$ cat config.mk
export PLATFORM = sky130hd
export DESIGN_NAME = af_stream_throttle_flat
export DESIGN_NICKNAME = d
export VERILOG_FILES = /design/src/rtl/af_stream_throttle_if.sv /design/src/rtl/af_stream_throttle.sv /design/src/flat_wrapper.sv
export SDC_FILE = /design/constraint.sdc
export NUM_CORES = 2
export LEC_CHECK = 0
export ABC_AREA = 1
export CELL_PAD_IN_SITES_DETAIL_PLACEMENT = 2
export CELL_PAD_IN_SITES_GLOBAL_PLACEMENT = 2
export CORE_AREA = 2 2 545 493
export DETAILED_ROUTE_END_ITERATION = 10
export DIE_AREA = 0 0 547 495
export PLACE_DENSITY = 0.84
export SLEW_MARGIN = 20
export SYNTH_ARGS = -nofsm -noshare
export SYNTH_HDL_FRONTEND = slang
export SYNTH_SLANG_ARGS = --single-unit
$ cat constraint.sdc
create_clock -name clk -period 28.1 [get_ports clk]
set_clock_uncertainty 0.1 [all_clocks]
set_input_delay 2.81 -clock clk [delete_from_list [all_inputs] [get_ports clk]]
set_output_delay 2.81 -clock clk [all_outputs]
set_load 0.05 [all_outputs]
$ cat src/rtl/af_stream_throttle_if.sv
// Stream bundle between an upstream producer, the throttle and a downstream FIFO
// that only signals almost_full (no ready return path).
interface af_stream_throttle_if #(
   parameter int DATA_WIDTH = 512
);
   logic [DATA_WIDTH-1:0] in_data;
   logic                  in_valid;
   logic                  in_ready;
   logic [DATA_WIDTH-1:0] out_data;
   logic                  out_valid;
   logic                  almost_full;

   modport master (
      output in_data, in_valid, almost_full,
      input  in_ready, out_data, out_valid
   );

   modport slave (
      input  in_data, in_valid, almost_full,
      output in_ready, out_data, out_valid
   );
endinterface

$ cat src/rtl/af_stream_throttle.sv
// Small circular buffer that meters a stream into a FIFO using only its almost_full flag,
// with saturating counters for issued beats and stalled cycles.
module af_stream_throttle #(
   parameter int DATA_WIDTH = 512,
   parameter int BUF_DEPTH  = 4
) (
   input  logic                clk,
   input  logic                reset,
   af_stream_throttle_if.slave strm,
   output logic [31:0]         xfer_cnt,
   output logic [31:0]         stall_cnt
);
   localparam int PTR_W = $clog2(BUF_DEPTH);
   localparam logic [PTR_W:0] DEPTH_C = (PTR_W + 1)'(BUF_DEPTH);

   logic [DATA_WIDTH-1:0] mem [BUF_DEPTH];
   logic [PTR_W-1:0]      wr_ptr_reg;
   logic [PTR_W-1:0]      rd_ptr_reg;
   logic [PTR_W:0]        count_reg;
   logic                  af_q_reg;
   logic                  out_valid_reg;
   logic [DATA_WIDTH-1:0] out_data_reg;
   logic [31:0]           xfer_cnt_reg;
   logic [31:0]           stall_cnt_reg;
   logic                  ready;
   logic                  push;
   logic                  pop;

   // Ready depends only on registered occupancy, so a full buffer refuses a push
   // even when a pop happens on the same edge.
   assign ready = (count_reg < DEPTH_C);
   assign push  = strm.in_valid && ready;
   assign pop   = (count_reg != '0) && !af_q_reg;

   assign strm.in_ready  = ready;
   assign strm.out_valid = out_valid_reg;
   assign strm.out_data  = out_data_reg;
   assign xfer_cnt       = xfer_cnt_reg;
   assign stall_cnt      = stall_cnt_reg;

   // Storage and output data carry no reset so they map onto plain RAM/registers.
   always_ff @(posedge clk) begin
      if (push) begin
         mem[wr_ptr_reg] <= strm.in_data;
      end
      if (pop) begin
         out_data_reg <= mem[rd_ptr_reg];
      end
   end

   always_ff @(posedge clk) begin
      if (reset) begin
         wr_ptr_reg    <= '0;
         rd_ptr_reg    <= '0;
         count_reg     <= '0;
         af_q_reg      <= 1'b1;
         out_valid_reg <= 1'b0;
         xfer_cnt_reg  <= '0;
         stall_cnt_reg <= '0;
      end else begin
         af_q_reg      <= strm.almost_full;
         out_valid_reg <= pop;
         if (push) begin
            wr_ptr_reg <= wr_ptr_reg + 1'b1;
         end
         if (pop) begin
            rd_ptr_reg <= rd_ptr_reg + 1'b1;
         end
         case ({push, pop})
            2'b10:   count_reg <= count_reg + 1'b1;
            2'b01:   count_reg <= count_reg - 1'b1;
            default: count_reg <= count_reg;
         endcase
         if (out_valid_reg && (xfer_cnt_reg != '1)) begin
            xfer_cnt_reg <= xfer_cnt_reg + 1'b1;
         end
         if ((count_reg != '0) && af_q_reg && (stall_cnt_reg != '1)) begin
            stall_cnt_reg <= stall_cnt_reg + 1'b1;
         end
      end
   end
endmodule

$ cat src/flat_wrapper.sv
// flat-port wrapper written by rule: the top's interface ports become plain ports
module af_stream_throttle_flat 
#(
   parameter int DATA_WIDTH = 512,
   parameter int BUF_DEPTH  = 4
)
  (clk, reset, xfer_cnt, stall_cnt, strm_in_data, strm_in_valid, strm_almost_full, strm_in_ready, strm_out_data, strm_out_valid);
  af_stream_throttle_if #(.DATA_WIDTH(DATA_WIDTH)) strm_i ();
  input  logic clk;
  input  logic reset;
  output logic [31:0] xfer_cnt;
  output logic [31:0] stall_cnt;
  input wire logic [$bits(strm_i.in_data)-1:0] strm_in_data;
  input wire logic [$bits(strm_i.in_valid)-1:0] strm_in_valid;
  input wire logic [$bits(strm_i.almost_full)-1:0] strm_almost_full;
  output wire logic [$bits(strm_i.in_ready)-1:0] strm_in_ready;
  output wire logic [$bits(strm_i.out_data)-1:0] strm_out_data;
  output wire logic [$bits(strm_i.out_valid)-1:0] strm_out_valid;
  assign strm_i.in_data = strm_in_data;
  assign strm_i.in_valid = strm_in_valid;
  assign strm_i.almost_full = strm_almost_full;
  assign strm_in_ready = strm_i.in_ready;
  assign strm_out_data = strm_i.out_data;
  assign strm_out_valid = strm_i.out_valid;
  af_stream_throttle #(.DATA_WIDTH(DATA_WIDTH), .BUF_DEPTH(BUF_DEPTH)) u_core (.clk(clk), .reset(reset), .strm(strm_i), .xfer_cnt(xfer_cnt), .stall_cnt(stall_cnt));
endmodule
==> results.txt <==
Outcome: finished, final reports clean
Share of layout cells above drive strength 1: 7.007%
Setup TNS Final: 0 ps
DRT Pass-1 Iters: 5
Total gr overflow: 0
Hold-fix buffers at CTS: 0
Worst-Margin Slew: 1207 ps
Post-synth design cell area: 94970 um^2
Core Region: 265500 um^2
Critical-path cell list: clkdlybuf4s50_1, nand2_1, nor2_4, buf_4, buf_4, buf_4, buf_4, buf_4
WS Path Type: in -> reg
Relative slew slack: 19.56%
Leakage power: 38.33 nW
Worst skew pair latency: 850 ps
Drc violations: 0
Max frequency: 0.1280 GHz
Starting Density: 35.77%
Post-synth EDFFs: 2560
Post-DP HPWL: 233200 um
CP Capture Type: flop
Slowest cell on the critical path: buf_4
Area of the die: 270800 um^2
Final Hold Viols: 0
Largest net degree at the start of global routing: 207
Hold-critical path depth: 2
Most numerous cell in the Yosys netlist: edfxtp_1
Clock transition at path regs: 60 ps
Crit-path max FO: 64
I/O Buffers: 1093
WHS: 453.3 ps
Asr flop ratio synth: 0%
Max reg flops: 2048
First-pass GRT wire length: 521200 um
WP data required: 28470 ps
Cells after Synth: 6152
Min-delay src: u_core.count_reg[2]$_SDFFE_PP0P_
Num CTS Buffers: 284
Worst Hold Endpoint: u_core.count_reg[2]$_SDFFE_PP0P_
DIE WIDTH: 547 um
Max-Cap Viols: 0
Top cells by count, synth: edfxtp_1, nor2_1, o21ai_0
Routed len/inst: 33.82 um
Post-synth top flop: edfxtp_1
Cell row count: 180
Cell Pwr Density: 79.16 nW/um^2
Dominant cell type by area after synthesis: edfxtp_1
Post-synthesis register bit count: 2633
Syn_nets: 6676
Top Ports: 1094
Final Critical Period: 7811 ps
Clock buffer depth: 4
DRT Wirelength: 374800 um
Post_cts resized: 0
Cell repeated most along the worst path: buf_4
CTS tree: yes
Antenna Violating Nets Remaining: 0
R2R Setup Slk: 21950 ps
Worst Hold Class: reg -> reg
CP arrival: 8180 ps
Drt first-iter violations: 5495
Setup Viol. Count Final: 0
Worst R2R End: u_core.strm.out_data[62]$_DFFE_PP_
Initial antenna violation count: 97
Synth area leaders: edfxtp_1, o21ai_0, nor2_1
Inst Count DP: 10.51k
Worst Setup Start Kind: input port
Clk sink count: 2633
Via Count: 61.53k
Ys Warns: 0
R2r worst-path depth: 8
Routability cong.: 0.8259
Synth-to-Final Area Change: 24.92%
Synth unique cells: 32
Vias in the first global route: 67.33k
Slew Limit Fails: 0
Total GRT Usage: 26.70%
Synth Area per Inst: 15.44 um^2
Tcrit/Tclk final: 27.80%
Postcts setup bufs: 0
Non-Filler Instances: 11.08k
VDD IR max: 0.05809 mV
RSZ-0062 raised after global routing: no
Final core utilization: 44.68%
Die Span Y: 495 um
Top cell type's share of synthesized area: 80.94%
Total power: 9.392 mW
Final #Nets: 7775
Seq/Total Area, Yosys: 82.48%
Root buffer cell: clkbuf_16
CP max stage delay: 950 ps
Via density: 5.551
Worst r2r src: u_core.count_reg[1]$_SDFFE_PP0P_
H-tree depth: 5
[per-stage QoR]
stage / worst slack (ps) / cell area, um^2
global placement: 19580 / 109400
global route: 20040 / 118600
CTS: 20270 / 118500
finish: 20290 / 118600
floorplan: 2412 / 94980
detailed placement: 19380 / 109400
[metal layers]
metal,up-vias,global-route usage (%),wire (um)
met3,709,5.789,23960
met4,62,11.35,16730
met5,-,0,406
li1,25470,-,-
met1,32840,30.24,136400
met2,2447,48.40,197300
[worst max path at each step]
stage,from,to,slack [ps]
4_1_cts,strm_in_valid,u_core.mem[2][498]$_DFFE_PP_,20270
3_3_place_gp,strm_in_valid,u_core.mem[2][481]$_DFFE_PP_,19580
6_report,strm_in_valid,u_core.mem[2][427]$_DFFE_PP_,20290
5_1_grt,strm_in_valid,u_core.mem[2][427]$_DFFE_PP_,20040
3_5_place_dp,strm_in_valid,u_core.mem[2][433]$_DFFE_PP_,19380
2_1_floorplan,strm_in_valid,u_core.mem[0][0]$_DFFE_PP_,2410
[power by group]
group,switching (mW),internal (mW)
clock network,1.66,2.12
registers,0.107,4.59
logic,0.679,0.239
total,2.44,6.95
[critical path, delay by kind of cell]
family,cells,cell delay (ps)
AND/OR/NAND/NOR,2,560
buffers and inverters,6,4530
[kinds of logic (layout without fill, tap and decap cells)]
kind of cell | Yosys count | count (layout) | share of synthesized area, %
AOI/OAI and AO/OA | 1608 | 1608 | 9.156
xor gates and xnor gates | 9 | 9 | 0.08300
and+or+nand+nor | 1478 | 1478 | 6.140
DFF | 2633 | 2633 | 82.48
adders and majority gates | 8 | 8 | 0.1133
buffers and inverters | 416 | 1728 | 2.027
other | 0 | 70 | 0
[layout make-up]
type	count	area, um^2
antenna	70	175.2
clock buffer	349	7445
clock inverter	150	1617
fill	25080	146900
inverter	60	249.0
multi-input combinational	3103	14760
sequential	2633	78340
tap	3549	4441
timing repair buffer	1169	11620
[layout by cell type, fill, tap and decap left out, types with 8 or more instances in the layout]
master / n
a21oi_1: 54
buf_12: 8
buf_4: 66
bufinv_16: 23
clkbuf_1: 59
clkbuf_16: 287
clkdlybuf4s50_1: 1093
clkinv_1: 46
clkinv_2: 45
clkinvlp_4: 11
dfxtp_1: 71
diode_2: 70
edfxtp_1: 2560
inv_1: 51
nand2_1: 182
nand2_2: 13
nand3_1: 53
nand4_1: 13
nor2_1: 1175
nor2_2: 12
nor2_4: 11
nor3_1: 8
o21ai_0: 1037
o22ai_1: 512
(Power assumes the default switching activity.)
